### config.mk
export PLATFORM = sky130hd
export DESIGN_NAME = store_buffer
export DESIGN_NICKNAME = d
export VERILOG_FILES = /design/src/rtl/store_buffer.sv
export SDC_FILE = /design/constraint.sdc
export NUM_CORES = 1
export LEC_CHECK = 0
export ABC_AREA = 0
export CORE_MARGIN = 1
export CORE_UTILIZATION = 52
export DETAILED_ROUTE_END_ITERATION = 7
export PLACE_DENSITY_LB_ADDON = 0.05
export REMOVE_ABC_BUFFERS = 1
export SLEW_MARGIN = 20
export SYNTH_ARGS = -nofsm -noshare
export SYNTH_HDL_FRONTEND = slang
export SYNTH_SLANG_ARGS = --single-unit
### constraint.sdc
create_clock -name clk -period 10 [get_ports clk]
set_clock_uncertainty 0.2 [all_clocks]
set_input_delay 2 -clock clk [delete_from_list [all_inputs] [get_ports clk]]
set_output_delay 2 -clock clk [all_outputs]
set_load 0.02 [all_outputs]
### src/rtl/store_buffer.sv
// Store buffer: queues committed stores in program order and drains them to the d-cache write port.
// Optional TL-stage load forwarding is enabled by defining STORE_BUFFER_FWD_EN.
module store_buffer #(
    parameter int DEPTH  = 4,
    parameter int ADDR_W = 20,
    parameter int DATA_W = 32
) (
    input  logic                     clk,
    input  logic                     rst,
    input  logic                     store_en,
    input  logic                     store_isbyte,
    input  logic [ADDR_W-1:0]        store_addr,
    input  logic [DATA_W-1:0]        store_data,
    output logic                     full,
    output logic                     empty,
    output logic [$clog2(DEPTH):0]   count,
    output logic                     overflow,
    output logic                     drain_valid,
    output logic [ADDR_W-1:0]        drain_addr,
    output logic [DATA_W-1:0]        drain_data,
    output logic                     drain_isbyte,
    input  logic                     drain_ready,
    input  logic [ADDR_W-1:0]        lookup_addr,
    input  logic                     lookup_isbyte,
    output logic                     lookup_hit,
    output logic [DATA_W-1:0]        lookup_data,
    output logic                     lookup_stall
);
    localparam int PW = $clog2(DEPTH);
    localparam int CW = PW + 1;

    logic [ADDR_W-1:0] addr_q [DEPTH];
    logic [ADDR_W-1:0] addr_d [DEPTH];
    logic [DATA_W-1:0] data_q [DEPTH];
    logic [DATA_W-1:0] data_d [DEPTH];
    logic [DEPTH-1:0]  isbyte_q, isbyte_d;
    logic [DEPTH-1:0]  valid_q, valid_d;
    logic [PW-1:0]     head_q, head_d;
    logic [PW-1:0]     tail_q, tail_d;
    logic [CW-1:0]     count_q, count_d;
    logic              overflow_q, overflow_d;
    logic              push, pop;

    always_comb begin
        addr_d     = addr_q;
        data_d     = data_q;
        isbyte_d   = isbyte_q;
        valid_d    = valid_q;
        head_d     = head_q;
        tail_d     = tail_q;
        count_d    = count_q;
        pop        = valid_q[head_q] && drain_ready;
        // A full buffer still accepts a store when the head leaves in the same cycle.
        push       = store_en && ((count_q < CW'(DEPTH)) || pop);
        overflow_d = overflow_q || (store_en && !push);

        if (pop) begin
            valid_d[head_q] = 1'b0;
            head_d          = head_q + PW'(1);
        end
        if (push) begin
            addr_d[tail_q]   = store_addr;
            data_d[tail_q]   = store_data;
            isbyte_d[tail_q] = store_isbyte;
            valid_d[tail_q]  = 1'b1;
            tail_d           = tail_q + PW'(1);
        end
        case ({push, pop})
            2'b10:   count_d = count_q + CW'(1);
            2'b01:   count_d = count_q - CW'(1);
            default: count_d = count_q;
        endcase
    end

    always_ff @(posedge clk or posedge rst) begin
        if (rst) begin
            for (int i = 0; i < DEPTH; i++) begin
                addr_q[i] <= '0;
                data_q[i] <= '0;
            end
            isbyte_q   <= '0;
            valid_q    <= '0;
            head_q     <= '0;
            tail_q     <= '0;
            count_q    <= '0;
            overflow_q <= 1'b0;
        end else begin
            addr_q     <= addr_d;
            data_q     <= data_d;
            isbyte_q   <= isbyte_d;
            valid_q    <= valid_d;
            head_q     <= head_d;
            tail_q     <= tail_d;
            count_q    <= count_d;
            overflow_q <= overflow_d;
        end
    end

    assign count        = count_q;
    assign full         = (count_q == CW'(DEPTH));
    assign empty        = (count_q == '0);
    assign overflow     = overflow_q;
    assign drain_valid  = valid_q[head_q];
    assign drain_addr   = addr_q[head_q];
    assign drain_data   = data_q[head_q];
    assign drain_isbyte = isbyte_q[head_q];

`ifdef STORE_BUFFER_FWD_EN
    logic [PW-1:0] scan_idx, fwd_idx;
    logic          fwd_found;

    always_comb begin
        scan_idx     = head_q;
        fwd_idx      = head_q;
        fwd_found    = 1'b0;
        lookup_hit   = 1'b0;
        lookup_stall = 1'b0;
        lookup_data  = '0;
        // Scan oldest to youngest so the last match seen is the one nearest the tail.
        for (int i = 0; i < DEPTH; i++) begin
            scan_idx = head_q + PW'(i);
            if (valid_q[scan_idx] &&
                addr_q[scan_idx][ADDR_W-1:2] == lookup_addr[ADDR_W-1:2]) begin
                fwd_found = 1'b1;
                fwd_idx   = scan_idx;
            end
        end
        if (fwd_found) begin
            if (!isbyte_q[fwd_idx]) begin
                lookup_hit = 1'b1;
                if (lookup_isbyte)
                    lookup_data = DATA_W'(data_q[fwd_idx][{lookup_addr[1:0], 3'b000} +: 8]);
                else
                    lookup_data = data_q[fwd_idx];
            end else if (lookup_isbyte && addr_q[fwd_idx][1:0] == lookup_addr[1:0]) begin
                lookup_hit  = 1'b1;
                lookup_data = DATA_W'(data_q[fwd_idx][7:0]);
            end else begin
                lookup_stall = 1'b1;
            end
        end
    end
`else
    logic unused_lookup;
    assign unused_lookup = ^{lookup_addr, lookup_isbyte};
    assign lookup_hit    = 1'b0;
    assign lookup_stall  = 1'b0;
    assign lookup_data   = '0;
`endif

endmodule
==> results of run 1 <==
[worst min path at each step]
stage,end,slack [ns],cells past startpoint
final,addr_q[33]$_DFFE_PP0P_,0.28,1
after global routing,addr_q[33]$_DFFE_PP0P_,0.30,1
after CTS,addr_q[33]$_DFFE_PP0P_,0.29,1
after detailed placement,addr_q[33]$_DFFE_PP0P_,0.28,1
after global placement,addr_q[24]$_DFFE_PP0P_,0.27,1
after floorplan,addr_q[20]$_DFFE_PP0P_,0.26,1
[critical path, cell delays in order, from the launching register on]
cell	delay [ns]
dfrtp_4	0.82
buf_4	0.64
mux4_2	0.60
clkdlybuf4s50_1	0.59
[per-stage QoR]
stage / setup WS [ns] / std cells / hold slack [ns]
3_5_place_dp: 5.07 / 958 / 0.277
6_report: 4.61 / 1003 / 0.284
4_1_cts: 4.50 / 1003 / 0.289
3_3_place_gp: 5.06 / 958 / 0.268
2_1_floorplan: 1.67 / 579 / 0.259
5_1_grt: 4.40 / 1003 / 0.295
[layout by cell type (no fill, tap or decap), drive strengths merged]
master,count
xor2,2
and3,1
o21ai,1
conb,34
nor3,1
buf,3
dfrtp,224
o221ai,1
mux2,214
bufinv,1
nand3,4
clkbuf,42
ha,9
o22ai,1
a21oi,2
xnor2,2
mux4,53
a21bo,4
fa,1
nand2b,1
o21bai,1
inv,9
mux2i,3
nor2,4
clkinv,1
clkdlybuf4s50,116
nand2,8
[flip-flops by register name (all words and copies together), names as in the netlist]
register  cells
count         3
tail_q        2
isbyte_q      4
valid_q       4
overflow      1
data_q      128
head_q        2
addr_q       80
[routing by layer]
metal	vias up	global-route usage [%]	share of wire, %
li1	2399	-	-
met1	2889	26.7	42
met2	153	37.4	51
met3	34	4.48	5.3
met4	2	5.38	2.1
met5	-	0	0.066
[cell families (layout without fill, tap and decap cells)]
kind of cell,Yosys count,count (layout),synth area share (%)
AOI/OAI and AO/OA,10,10,0.943
muxes,270,270,36.0
xor gates and xnor gates,4,4,0.348
and+or+nand+nor,19,19,1.32
adders and majority gates,10,10,1.32
buffers and inverters,76,172,4.39
DFF,224,224,55.6
other,1,34,0.0372
[power breakdown]
group / leakage (nW) / switching (mW) / internal [mW]
registers: 2.67 / 0.285 / 1.37
clock network: 0.399 / 0.344 / 0.546
logic: 2.08 / 0.876 / 1.10
[area by class of cell]
cell class / count / area (µm²)
clock inverters: 3 / 43.8
well taps: 260 / 325
multi-input cells: 347 / 4160
fillers: 1317 / 6700
flip-flops and latches: 224 / 5610
repair buffers: 119 / 1190
inverters: 8 / 37.5
clock buffers: 42 / 769
==> metrics.md, run 1 <==
| Metric | Value |
|---|---|
| Site Rows | `50` |
| Starting Density | `53.5%` |
| First DRT Iteration DRCs | `155` |
| Max Slew Vio Count | `0` |
| Yosys cell types | `27` |
| Total chip power | `4.52 mW` |
| Residual DRC | `0` |
| Wire length per cell | `19.7 µm` |
| Fin util | `64.4%` |
| Status | `finished clean` |
| Detailed Routing Iterations Pass 1 | `4` |
| Post-synth EDFFs | `0` |
| Biggest area consumer among synthesized cells | `dfrtp_1` |
| Worst Max-Slew Pin Slew | `1.03 ns` |
| Most used DFF post-synth | `dfrtp_1` |
| CTS Buf Count | `25` |
| Hold wc startpoint | `addr_q[33]$_DFFE_PP0P_` |
| Register-to-Register Path Depth | `5` |
| # H-tree levels | `1` |
| Synth cell count leaders | `dfrtp_1 (224), mux2_1 (196), mux4_2 (53)` |
| Fin nets | `813` |
| GRT Util Overall | `21.2%` |
| Leak | `5.14 nW` |
| TritonCTS Sinks | `224` |
| CP startpoint | `head_q[0]$_DFFE_PP0P_` |
| Synth-to-layout area growth | `20.3%` |
| Die Width | `141 µm` |
| Reg2reg start | `head_q[1]$_DFFE_PP0P_` |
| Max VDD drop | `238 µV` |
| Yosys warnings | `0` |
| Hold Crit Class | `register to register` |
| Final Hold Viols | `0` |
| Max cap viols | `0` |
| Top-count cell post-synth | `dfrtp_1` |
| TritonCTS clock tree | `yes` |
| Clk_lat worst skew | `0.50 ns` |
| CTS Root Buffer Type | `clkbuf_16` |
| Hold buffers post-CTS | `0` |
| Via Count | `5,477` |
| Vias in the first global route | `6,217` |
| Pwr dens | `373 nW/µm²` |
| Fin crit share | `53.9%` |
| CP max FO | `33` |
| Final Instance Area | `12,100 µm²` |
| FFs w/ async S/R, synth | `100%` |
| Fin crit period | `5.39 ns` |
| Largest net degree at the start of global routing | `146` |
| ANT cells | `0` |
| Cells after Synth | `614` |
| Die Y | `141 µm` |
| Initial antenna violation count | `1` |
| R2r setup slk | `6.04 ns` |
| Critical Path Sink | `drain_data[20]` |
| Routed vias/inst | `5.46` |
| Yosys reg bits | `224` |
| Layout cell share with drive strength beyond 1 | `16.4%` |
| Critical Path RT | `7.80 ns` |
| Dpl cell area | `11,300 µm²` |
| RePlAce Congestion | `0.704` |
| Final TNS setup | `0 ns` |
| Worst EP arrival | `3.19 ns` |
| Clock transition at path regs | `0.06 ns` |
| Max Freq | `186 MHz` |
| Element type at the critical path end | `output pin` |
| Critical path class | `register to output pin` |
| DP HPWL | `11,600 µm` |
| CTS max path bufs | `3` |
| Post-CTS Setup Bufs | `0` |
| Startpoint Class | `register` |
| Max-slew headroom | `31.6%` |
| RSZ-0062 raised after global routing | `no` |
| Sequential cell area fraction in the yosys report | `55.6%` |
| Top cells by area, synth | `dfrtp_1 (56%), mux2_1 (22%), mux4_2 (12%), buf_4 (2.5%), mux2_2 (2.0%)` |
| First-pass GRT wire length | `32,600 µm` |
| Post_cts resized | `0` |
| Setup-failing EPs final | `0` |
| Post-DRT Antenna Nets | `0` |
| Worst reg2reg endpoint | `addr_q[19]$_DFFE_PP0P_` |
| Port Buffers | `116` |
| Core area | `18,800 µm²` |
| # IOs | `172` |
| Netlist Area Pre-Place | `10,100 µm²` |
| Routed WL | `19,700 µm` |
| Avg Cell Area, Syn | `16.4 µm²` |
| Top cell type's share of synthesized area | `55.6%` |
| Total grt overflow | `0` |
| Die ar. | `19,900 µm²` |
Note: power is estimated with default switching activity, not from simulation.
==> run 2, diff against run 1 <==
Settings changed: CORE_UTILIZATION 52 to 48.
Clock period 10 ns to 4.9 ns, I/O delays scaled along.
==> run 2 against run 1 <==
  * Sequential power grew 100%
  * Cell count grew 1.4%
  * Global-route usage shrank 1.1 points
  * Die area grew 8.2%
==> metrics.md, run 2 (same netlist as run 1, synthesis figures left out) <==
| Metric | Value |
|---|---|
| Fin cells | `1,017 (was 1,003)` |
| Leak | `5.18 nW (was 5.14 nW)` |
| Fin crit share | `85.4%` |
| Layout cell share with drive strength beyond 1 | `17.1% (was 16.4%)` |
| CP max FO | `40 (was 33)` |
| Max cap viols | `0 (unchanged)` |
| Max-slew headroom | `35.2% (was 31.6%)` |
| Residual DRC | `0 (unchanged)` |
| Most common cell after layout, fill and taps aside | `dfrtp_1 (unchanged)` |
| First-pass GRT wire length | `33,900 µm (was 32,600 µm)` |
| Core area | `20,400 µm² (was 18,800 µm²)` |
| WHS Path Cells | `1 (unchanged)` |
| RSZ-0062 raised after global routing | `no (unchanged)` |
| WHS Endpoint | `overflow$_DFF_PP0_ (was addr_q[33]$_DFFE_PP0P_)` |
| Vias in the first global route | `6,212 (was 6,217)` |
| Final Hold Viols | `0 (unchanged)` |
| Reg2reg start | `head_q[0]$_DFFE_PP0P_ (was head_q[1]$_DFFE_PP0P_)` |
| Status | `finished clean (unchanged)` |
| R2r setup slk | `1.65 ns (was 6.04 ns)` |
| Worst EP arrival | `3.01 ns (was 3.19 ns)` |
| Routed WL | `20,400 µm (was 19,700 µm)` |
| Clock transition at path regs | `0.06 ns (about the same)` |
| Hold buffers post-CTS | `0 (unchanged)` |
| Worst reg2reg endpoint | `count[2]$_DFFE_PP0P_ (was addr_q[19]$_DFFE_PP0P_)` |
| Total grt overflow | `0 (unchanged)` |
| Routed vias/inst | `5.38 (was 5.46)` |
| Fin crit period | `4.19 ns` |
| DP HPWL | `12,500 µm (was 11,600 µm)` |
| Max VDD drop | `523 µV (was 238 µV)` |
| CTS max path bufs | `3 (unchanged)` |
| Pwr dens | `754 nW/µm² (was 373 nW/µm²)` |
| Max Slew Vio Count | `0 (unchanged)` |
| CTS Buf Count | `25 (unchanged)` |
| Die Y | `147 µm (was 141 µm)` |
| First DRT Iteration DRCs | `124 (was 155)` |
| Post-CTS Setup Bufs | `0 (unchanged)` |
| Most frequent cells in the layout | `dfrtp_1 (222), mux2_1 (196), clkdlybuf4s50_1 (116) (unchanged)` |
| Register-to-Register Path Depth | `8 (was 5)` |
| Post_cts resized | `0 (unchanged)` |
| # IOs | `172 (unchanged)` |
| Hold WS | `0.286 ns (was 0.284 ns)` |
| Hold wc startpoint | `overflow$_DFF_PP0_ (was addr_q[33]$_DFFE_PP0P_)` |
| Crit path max-delay family | `buffers and inverters (unchanged)` |
| RePlAce Congestion | `0.689 (was 0.704)` |
| Hold Crit Class | `register to register (unchanged)` |
| TritonCTS clock tree | `yes (unchanged)` |
| Port Buffers | `116 (unchanged)` |
| Wire length per cell | `20.0 µm (was 19.7 µm)` |
| Largest regs | `data_q: 128 flops, addr_q: 80 flops (unchanged)` |
| Setup-failing EPs final | `0 (unchanged)` |
| Site Rows | `52 (was 50)` |
| Detailed Routing Iterations Pass 1 | `4 (unchanged)` |
| CP max stage delay | `0.93 ns (was 0.82 ns)` |
| Starting Density | `49.3% (was 53.5%)` |
| Post-DRT Antenna Nets | `0 (unchanged)` |
| Critical Path, Cell by Cell | `buf_4 -> mux4_2 -> clkdlybuf4s50_1 (unchanged)` |
| Startpoint Class | `register (unchanged)` |
| Die ar. | `21,600 µm² (was 19,900 µm²)` |
| Clk_lat worst skew | `0.51 ns (was 0.50 ns)` |
| Fin nets | `819 (was 813)` |
| TritonCTS Sinks | `224 (unchanged)` |
| # H-tree levels | `1 (unchanged)` |
| Crit-path slowest cell | `dfrtp_4 (unchanged)` |
| Element type at the critical path end | `output pin (unchanged)` |
| ANT cells | `0 (unchanged)` |
| Synth-to-layout area growth | `21.0% (was 20.3%)` |
| CTS Root Buffer Type | `clkbuf_16 (unchanged)` |
| Largest reg by FF count | `data_q (unchanged)` |
| Critical path class | `register to output pin (unchanged)` |
| Max Freq | `239 MHz` |
| Worst Max-Slew Pin Slew | `0.973 ns (was 1.03 ns)` |
| GRT Util Overall | `20.2% (was 21.2%)` |
| Dpl cells | `974 (was 958)` |
| Max FFs per register | `128 (unchanged)` |
| Initial antenna violation count | `1 (unchanged)` |
| Critical Path RT | `3.72 ns (was 7.80 ns)` |
| CP bufs+invs | `2 (unchanged)` |
| Largest net degree at the start of global routing | `138 (was 146)` |
| Die Width | `147 µm (was 141 µm)` |
| Via Count | `5,470 (was 5,477)` |
-- run 2: cell count changes in the layout (fill, tap and decap cells not counted), sizes merged --
| cell | delta |
|---|---|
| bufinv | -1 |
| buf | +6 |
| clkinv | +1 |
| clkbuf | -2 |
-- run 2: worst max-delay path by stage --
stage / startpoint / to / slack (ns) / cells after the start
floorplan: rst / addr_q[0]$_DFFE_PP0P_ / -2.41 / 1
global placement: head_q[0]$_DFFE_PP0P_ / drain_data[21] / 1.16 / 3
detailed placement: head_q[0]$_DFFE_PP0P_ / drain_data[21] / 1.18 / 3
CTS: head_q[0]$_DFFE_PP0P_ / drain_addr[6] / 0.61 / 3
global route: head_q[0]$_DFFE_PP0P_ / drain_addr[6] / 0.51 / 3
finish: head_q[0]$_DFFE_PP0P_ / drain_addr[6] / 0.71 / 3
-- run 2: metrics by stage --
step | cell area (µm²) | util, % | setup WS, ns | TNS [ns] | power (mW)
5_1_grt | 12200 | 59.7 | 0.513 | 0 | 9.78
3_5_place_dp | 11400 | 55.9 | 1.18 | 0 | 7.55
3_3_place_gp | 11400 | 55.9 | 1.16 | 0 | 7.33
4_1_cts | 12200 | 59.7 | 0.612 | 0 | 9.35
2_1_floorplan | 9790 | - | -2.41 | -540.84 | 5.93
6_report | 12200 | 59.7 | 0.715 | 0 | 9.20
-- run 2: where the power goes --
part           switching [mW]  internal [mW]
combinational            1.81           2.26
clock                   0.694           1.06
sequential              0.571           2.80
-- run 2: layout make-up --
| class | instances | area, µm² |
|---|---|---|
| multi-input cells | 347 | 4160 |
| fillers | 1558 | 8230 |
| clock inverters | 3 | 18.8 |
| inverters | 8 | 37.5 |
| clock buffers | 40 | 762 |
| repair buffers | 125 | 1280 |
| well taps | 270 | 338 |
| flip-flops and latches | 224 | 5610 |
-- run 2: per-layer routing --
layer	wire, µm	GRT usage, %	vias to the layer above
met5	0	0	-
met4	299	4.18	0
met3	1070	4.41	21
met2	10000	34.2	133
met1	8940	26.8	2909
li1	-	-	2407
==> run 3, diff against run 2 <==
Settings changed: ABC_AREA 0 to unset.
==> results of run 3 <==
No change in the layout: final DEF, timing and power equal those of run 2.
